==> src/rtl/rv_trace_tx.sv <==
// rv_trace_tx: retire-trace transmitter.
// Captures one record per retired instruction, queues records in a small
// FIFO and serializes them LSB-first as a byte stream over valid/ready.
// Record: HDR, PC[4], INSTR[4], [RDATA[4]], [MADDR[4], MDATA[4]], [CSUM].
// Optional feature macro: RV_TRACE_TX_CHECKSUM_EN appends a CSUM byte equal
// to the XOR of every preceding byte of the record.

module rv_trace_tx #(
   parameter int IADDR_SPACE_BITS = 32,
   parameter int FIFO_DEPTH       = 8
) (
   input  logic                          i_clk,
   input  logic                          i_reset,
   input  logic                          i_retire_valid,
   input  logic [IADDR_SPACE_BITS-1:1]   i_pc,
   input  logic [31:0]                   i_instr,
   input  logic                          i_reg_write,
   input  logic [31:0]                   i_reg_data,
   input  logic                          i_mem_read,
   input  logic                          i_mem_write,
   input  logic [31:0]                   i_mem_addr,
   input  logic [31:0]                   i_mem_data,
   output logic [7:0]                    o_tx_data,
   output logic                          o_tx_valid,
   input  logic                          i_tx_ready,
   output logic [$clog2(FIFO_DEPTH):0]   o_fifo_level,
   output logic                          o_overflow,
   output logic [7:0]                    o_drop_cnt,
   output logic                          o_busy
);

   localparam int AW = $clog2(FIFO_DEPTH);
   localparam int LW = AW + 1;

   // Serializer states; one state per record field.
   localparam logic [2:0] ST_IDLE  = 3'd0;
   localparam logic [2:0] ST_HDR   = 3'd1;
   localparam logic [2:0] ST_PC    = 3'd2;
   localparam logic [2:0] ST_INSTR = 3'd3;
   localparam logic [2:0] ST_RDATA = 3'd4;
   localparam logic [2:0] ST_MADDR = 3'd5;
   localparam logic [2:0] ST_MDATA = 3'd6;
`ifdef RV_TRACE_TX_CHECKSUM_EN
   localparam logic [2:0] ST_CSUM  = 3'd7;
`endif

   // One captured retirement. mem_read is already masked when the
   // instruction also reports a store, so only the store flag survives.
   typedef struct packed {
      logic        lost;
      logic        reg_write;
      logic        mem_read;
      logic        mem_write;
      logic [31:0] pc;
      logic [31:0] instr;
      logic [31:0] rdata;
      logic [31:0] maddr;
      logic [31:0] mdata;
   } rec_t;

   // FIFO storage and bookkeeping.
   rec_t          mem_q [FIFO_DEPTH];
   logic [AW-1:0] wr_ptr_q, wr_ptr_d;
   logic [AW-1:0] rd_ptr_q, rd_ptr_d;
   logic [LW-1:0] level_q, level_d;

   // Drop tracking.
   logic          lost_q, lost_d;
   logic          overflow_q, overflow_d;
   logic [7:0]    drop_cnt_q, drop_cnt_d;

   // Serializer.
   logic [2:0]    state_q, state_d;
   logic [1:0]    idx_q, idx_d;
   rec_t          hold_q;
`ifdef RV_TRACE_TX_CHECKSUM_EN
   logic [7:0]    csum_q, csum_d;
`endif

   logic [31:0]   pc_ext;
   rec_t          rec_in;
   logic          full;
   logic          push;
   logic          drop;
   logic          pop;
   logic          accept;
   logic          tx_valid;
   logic [7:0]    tx_byte;
   logic [7:0]    hdr_byte;
   logic          hold_mem;
   logic          fields_done;
   logic          rec_done;

   // Select byte i (little-endian) of a 32-bit field.
   function automatic logic [7:0] byte_of(input logic [31:0] w, input logic [1:0] i);
      return w[8*i +: 8];
   endfunction

   // Assemble the incoming record; PC is zero-extended with bit 0 forced low.
   // NOTE: every variable written in always_comb gets a default first, so no latch can be inferred.
   always_comb begin
      pc_ext                         = '0;
      pc_ext[IADDR_SPACE_BITS-1:1]   = i_pc;
      rec_in.lost                    = lost_q;
      rec_in.reg_write               = i_reg_write;
      rec_in.mem_read                = i_mem_read & ~i_mem_write;
      rec_in.mem_write               = i_mem_write;
      rec_in.pc                      = pc_ext;
      rec_in.instr                   = i_instr;
      rec_in.rdata                   = i_reg_data;
      rec_in.maddr                   = i_mem_addr;
      rec_in.mdata                   = i_mem_data;
   end

   // Full is judged on the registered level: a pop in the same cycle does not make room.
   assign full     = (level_q == LW'(FIFO_DEPTH));
   assign push     = i_retire_valid & ~full;
   assign drop     = i_retire_valid &  full;
   assign tx_valid = (state_q != ST_IDLE);
   assign accept   = tx_valid & i_tx_ready;
   assign hold_mem = hold_q.mem_read | hold_q.mem_write;
   assign hdr_byte = {1'b1, hold_q.lost, hold_q.reg_write, hold_q.mem_read,
                      hold_q.mem_write, 3'b000};

   // Byte currently presented to the sink; it depends only on registered
   // state, so it stays put until the sink accepts it.
   always_comb begin
      tx_byte = 8'h00;
      case (state_q)
         ST_HDR:   tx_byte = hdr_byte;
         ST_PC:    tx_byte = byte_of(hold_q.pc,    idx_q);
         ST_INSTR: tx_byte = byte_of(hold_q.instr, idx_q);
         ST_RDATA: tx_byte = byte_of(hold_q.rdata, idx_q);
         ST_MADDR: tx_byte = byte_of(hold_q.maddr, idx_q);
         ST_MDATA: tx_byte = byte_of(hold_q.mdata, idx_q);
`ifdef RV_TRACE_TX_CHECKSUM_EN
         ST_CSUM:  tx_byte = csum_q;
`endif
         default:  tx_byte = 8'h00;
      endcase
   end

   // Serializer next state: walk the fields present in the held record,
   // four bytes per field, then either stop or chain into the next record.
   always_comb begin
      state_d     = state_q;
      idx_d       = idx_q;
      fields_done = 1'b0;
      rec_done    = 1'b0;
      case (state_q)
         ST_IDLE: begin
            if (level_q != '0) state_d = ST_HDR;
         end
         ST_HDR: begin
            if (accept) state_d = ST_PC;
         end
         ST_PC: begin
            if (accept) begin
               idx_d = idx_q + 2'd1;
               if (idx_q == 2'd3) state_d = ST_INSTR;
            end
         end
         ST_INSTR: begin
            if (accept) begin
               idx_d = idx_q + 2'd1;
               if (idx_q == 2'd3) begin
                  if (hold_q.reg_write) state_d = ST_RDATA;
                  else if (hold_mem)    state_d = ST_MADDR;
                  else                  fields_done = 1'b1;
               end
            end
         end
         ST_RDATA: begin
            if (accept) begin
               idx_d = idx_q + 2'd1;
               if (idx_q == 2'd3) begin
                  if (hold_mem) state_d = ST_MADDR;
                  else          fields_done = 1'b1;
               end
            end
         end
         ST_MADDR: begin
            if (accept) begin
               idx_d = idx_q + 2'd1;
               if (idx_q == 2'd3) state_d = ST_MDATA;
            end
         end
         ST_MDATA: begin
            if (accept) begin
               idx_d = idx_q + 2'd1;
               if (idx_q == 2'd3) fields_done = 1'b1;
            end
         end
`ifdef RV_TRACE_TX_CHECKSUM_EN
         ST_CSUM: begin
            if (accept) rec_done = 1'b1;
         end
`endif
         default: state_d = ST_IDLE;
      endcase

`ifdef RV_TRACE_TX_CHECKSUM_EN
      if (fields_done) state_d = ST_CSUM;
`else
      rec_done = fields_done;
`endif
      // Chain straight into the next header when a record is waiting.
      if (rec_done) state_d = (level_q != '0) ? ST_HDR : ST_IDLE;
   end

   // A record leaves the FIFO whenever the serializer is about to start a header.
   assign pop = (level_q != '0) & ((state_q == ST_IDLE) | rec_done);

   // FIFO pointer/level and drop bookkeeping next state.
   always_comb begin
      wr_ptr_d   = push ? wr_ptr_q + 1'b1 : wr_ptr_q;
      rd_ptr_d   = pop  ? rd_ptr_q + 1'b1 : rd_ptr_q;
      level_d    = level_q + LW'(push) - LW'(pop);
      lost_d     = lost_q;
      overflow_d = overflow_q;
      drop_cnt_d = drop_cnt_q;
      if (drop) begin
         lost_d     = 1'b1;
         overflow_d = 1'b1;
         if (drop_cnt_q != 8'hFF) drop_cnt_d = drop_cnt_q + 8'd1;
      end else if (push) begin
         lost_d = 1'b0;
      end
   end

   // Control registers with synchronous reset.
   // NOTE: sequential state uses non-blocking assignments so every register samples pre-edge values.
   always_ff @(posedge i_clk) begin
      if (i_reset) begin
         wr_ptr_q   <= '0;
         rd_ptr_q   <= '0;
         level_q    <= '0;
         lost_q     <= 1'b0;
         overflow_q <= 1'b0;
         drop_cnt_q <= 8'h00;
         state_q    <= ST_IDLE;
         idx_q      <= 2'd0;
      end else begin
         wr_ptr_q   <= wr_ptr_d;
         rd_ptr_q   <= rd_ptr_d;
         level_q    <= level_d;
         lost_q     <= lost_d;
         overflow_q <= overflow_d;
         drop_cnt_q <= drop_cnt_d;
         state_q    <= state_d;
         idx_q      <= idx_d;
      end
   end

   // Record payload: FIFO write and hand-off into the serializer holding register.
   // NOTE: payload storage has no reset; level and state decide what is valid, so stale contents are never emitted.
   always_ff @(posedge i_clk) begin
      if (push) mem_q[wr_ptr_q] <= rec_in;
      if (pop)  hold_q          <= mem_q[rd_ptr_q];
   end

`ifdef RV_TRACE_TX_CHECKSUM_EN
   // Running XOR of the bytes sent so far; restarts when a new record is loaded.
   always_comb begin
      csum_d = csum_q;
      if (pop)         csum_d = 8'h00;
      else if (accept) csum_d = csum_q ^ tx_byte;
   end

   // Checksum accumulator register.
   always_ff @(posedge i_clk) begin
      if (i_reset) csum_q <= 8'h00;
      else         csum_q <= csum_d;
   end
`endif

   assign o_tx_data    = tx_byte;
   assign o_tx_valid   = tx_valid;
   assign o_fifo_level = level_q;
   assign o_overflow   = overflow_q;
   assign o_drop_cnt   = drop_cnt_q;
   assign o_busy       = tx_valid | (level_q != '0);

endmodule

==> config.mk <==
export PLATFORM = sky130hd
export DESIGN_NAME = rv_trace_tx
export DESIGN_NICKNAME = d
export VERILOG_FILES = /design/src/rtl/rv_trace_tx.sv
export SDC_FILE = /design/constraint.sdc
export NUM_CORES = 2
export LEC_CHECK = 0
export ABC_AREA = 0
export ABC_CLOCK_PERIOD_IN_PS = 30900
export BUFFER_PORTS_ARGS = -buffer_cell sky130_fd_sc_hd__buf_2
export CELL_PAD_IN_SITES_DETAIL_PLACEMENT = 1
export CELL_PAD_IN_SITES_GLOBAL_PLACEMENT = 1
export CORE_ASPECT_RATIO = 0.6
export CORE_UTILIZATION = 35
export CTS_BUF_LIST = sky130_fd_sc_hd__clkbuf_8 sky130_fd_sc_hd__clkbuf_16
export DETAILED_ROUTE_END_ITERATION = 12
export PLACE_DENSITY = 0.66
export SLEW_MARGIN = 10
export SYNTH_ARGS = -nofsm -noshare
export SYNTH_HDL_FRONTEND = slang
export SYNTH_SLANG_ARGS = --single-unit
export TNS_END_PERCENT = 20
==> constraint.sdc <==
create_clock -name i_clk -period 30.9 [get_ports i_clk]
set_clock_uncertainty 0.05 [all_clocks]
set_input_delay 6.18 -clock i_clk [delete_from_list [all_inputs] [get_ports i_clk]]
set_output_delay 6.18 -clock i_clk [all_outputs]
set_load 0.05 [all_outputs]
==> results.yml <==
power:
  leakage_nw: 19.8
  powerDensity_nw_per_um2: 85.6
  ir_worst_vdd_mv: 0.0746
global_routing:
  grt_pass1_wl_um: 202000
  first_global_vias: 26500
  grt_overflow: 0
  antenna_found_initial: 74
  grt_max_degree: 167
  grt_util_all_layers: 0.174
synthesis:
  synthCells: 2442
  synth_flop_cell: "edfxtp_1"
  syn_nets: 2619
  synth_edf_count: 1467
  ys_warn_count: 0
  syn_area_sq_um: 56700
  synth-seq-area-share: 0.785
  synth_cell_types: 70
  async_flop_share: 0
  syn_avg_cell_area_sq_um: 23.2
  yosys_register_bits: 1492
placement:
  hpwl_um: 85400
  gp_congestion: 0.868
  portBuffers: 188
  postPlaceCellArea_sq_um: 60200
timing:
  slew_violations: 0
  worstMarginPinSlew_ns: 1.14
  period_needed_ns: 10.26
  slew_headroom: 0.238
  report.final.setup_viol: 0
  finalHoldViolCount: 0
  finalSetupTns_ns: 0
  fmax_mhz: 97.5
  fin_crit_sh: 0.332
  rsz0062_at_grt: "false"
clock_network:
  htreeDepth: 4
  holdBufCountCts: 0
  cts-root-buf: "clkbuf_16"
  cts_sinks: 1492
  cts_tree: "yes"
  clk_pin_slew_ns: 0.06
  postCtsSetupRepairBufs: 0
  clockBufferDepth: 3
  cts_resized: 0
  clock_latency_ns: 0.77
  cts-buffers-inserted: 134
detailed_routing:
  drt_iter0_markers: 2979
  wire_per_inst_um: 28.6
  final_antenna_net_count: 0
  drc: 0
  wl_um: 141000
  vias_per_cell: 5.27
  firstDrtPassIters: 5
  num_vias: 26000
worst_setup_path:
  critPathArrivalTime_ns: 4.03
  path_class: "flop to primary output"
  cp-start-kind: "flop"
  endpoint_kind: "primary output"
  crit_fanout: 58
  ff2ff_setup_slack_ns: 26.14
  cp.required_ns: 24.67
floorplan:
  pin_count: 189
  die_w_um: 522
  fp.dieH_um: 314
  core-area_sq_um: 161000
  rows: 114
  fp.dieArea_sq_um: 164000
  initial_core_util: 0.352
finish:
  design_area_sq_um: 64400
  drive_gt1_frac: 0.340
  syn2layout_area_growth_pct: 13.5
  nets: 2855
outcome:
  status: "completed"
run:
  drv_cap: 0
min_path:
  hp-class: "flop to flop"
## synthesized netlist by cell type, drive strengths merged, types with 18 or more instances
library cell / number / area [sq um]
mux2: 169 / 1900
nor2: 39 / 154
buf: 70 / 409
a21oi: 27 / 139
edfxtp: 1467 / 44100
dfxtp: 25 / 500
nand2: 26 / 97.6
mux4: 332 / 7480
clkbuf: 56 / 210
o21ai: 18 / 90.1
mux2i: 28 / 280
## power breakdown
| group | leakage [nW] | total [mW] | switching, mW | internal (mW) |
|---|---|---|---|---|
| combinational | 4.05 | 1.20 | 0.708 | 0.491 |
| sequential | 13.6 | 2.70 | 0.158 | 2.54 |
| clock | 2.12 | 1.62 | 0.744 | 0.875 |
| total | 19.8 | 5.52 | 1.61 | 3.91 |
## worst paths after layout
| kind | depth (start not counted) | from | endpoint |
|---|---|---|---|
| setup reg to reg | 5 | rd_ptr_q[0]$_SDFFE_PP0P_ | hold_q[101]$_DFFE_PP_ |
| setup / recovery | 7 | state_q[1]$_SDFFE_PP0P_ | o_tx_data[3] |
| hold / removal | 2 | o_overflow$_SDFFE_PP0P_ | o_overflow$_SDFFE_PP0P_ |
| hold reg to reg | 2 | o_overflow$_SDFFE_PP0P_ | o_overflow$_SDFFE_PP0P_ |
## kinds of logic (layout without fill, tap and decap cells)
group,count (synthesis),in the layout,synth area share
compound gates,134,134,0.0172
flops,1492,1492,0.785
xor+xnor,13,13,0.00201
fa+ha+maj,12,12,0.00273
simple gates,123,123,0.0108
buf+inv,139,477,0.0118
other cells,0,7,0
mux,529,529,0.170
## cell usage in the layout (no fill, tap or decap), types with 8 or more instances in the layout
| cell type | Yosys | layout |
|---|---|---|
| clkbuf_16 | 0 | 138 |
| clkinv_2 | 0 | 29 |
| dfxtp_1 | 25 | 19 |
| xor2_1 | 8 | 8 |
| a221oi_1 | 14 | 14 |
| a22oi_1 | 8 | 8 |
| edfxtp_1 | 1467 | 1467 |
| buf_2 | 45 | 188 |
| nand2_1 | 26 | 26 |
| buf_12 | 0 | 9 |
| a211oi_1 | 14 | 14 |
| nor2b_1 | 8 | 8 |
| o21ai_0 | 16 | 16 |
| nor3_1 | 14 | 11 |
| mux4_2 | 332 | 332 |
| ha_1 | 10 | 10 |
| mux2i_1 | 28 | 28 |
| mux2_2 | 169 | 169 |
| inv_1 | 11 | 28 |
| nor2_1 | 38 | 37 |
| buf_4 | 10 | 29 |
| a21oi_1 | 26 | 26 |
| o22ai_1 | 9 | 9 |
| clkinv_1 | 1 | 28 |
## state kept, by name, summed over array words and instances, names as in the netlist
signal and count:
lost_q 1, hdr_byte 4, o_fifo_level 4, wr_ptr_q 3
mem_q 1304, state_q 3, rd_ptr_q 3, o_overflow 1
idx_q 2, o_drop_cnt 8, hold_q 159
## per-layer routing
layer  up-vias  part of all wire  global-route usage
li1      10800                 -                   -
met1     13900              0.46               0.262
met3       265             0.081              0.0450
met2       914              0.44               0.251
met4        58             0.019              0.0419
met5         -            0.0025                   0
## area by class of cell
cell class,count,area (sq um)
clock buffers,138,3450
repair buffers,226,1340
inverters,13,48.8
flip-flops and latches,1492,44600
multi-input cells,811,11600
diodes,7,17.5
fillers,15100,96600
clock inverters,100,732
well taps,2146,2690
## metrics by stage
step	power, mW	util	setup slack, ns	hold slack [ns]	cells
6_report	5.52	0.400	20.64	0.395	4933
5_1_grt	5.72	0.400	20.35	0.432	4929
4_1_cts	5.57	0.400	20.58	0.400	4926
3_5_place_dp	3.94	0.374	20.94	0.389	4688
3_3_place_gp	3.93	0.374	21.02	0.387	4688
2_1_floorplan	3.51	-	6.35	0.468	2442
## critical path, stage by stage, from the launching register on
cell and delay, ns:
dfxtp_2 0.31, buf_4 0.60, nor2b_1 0.93, a22oi_1 0.15
o22ai_1 0.23, o22ai_1 0.11, o32ai_1 0.56, buf_2 0.38
(Power assumes the default switching activity.)
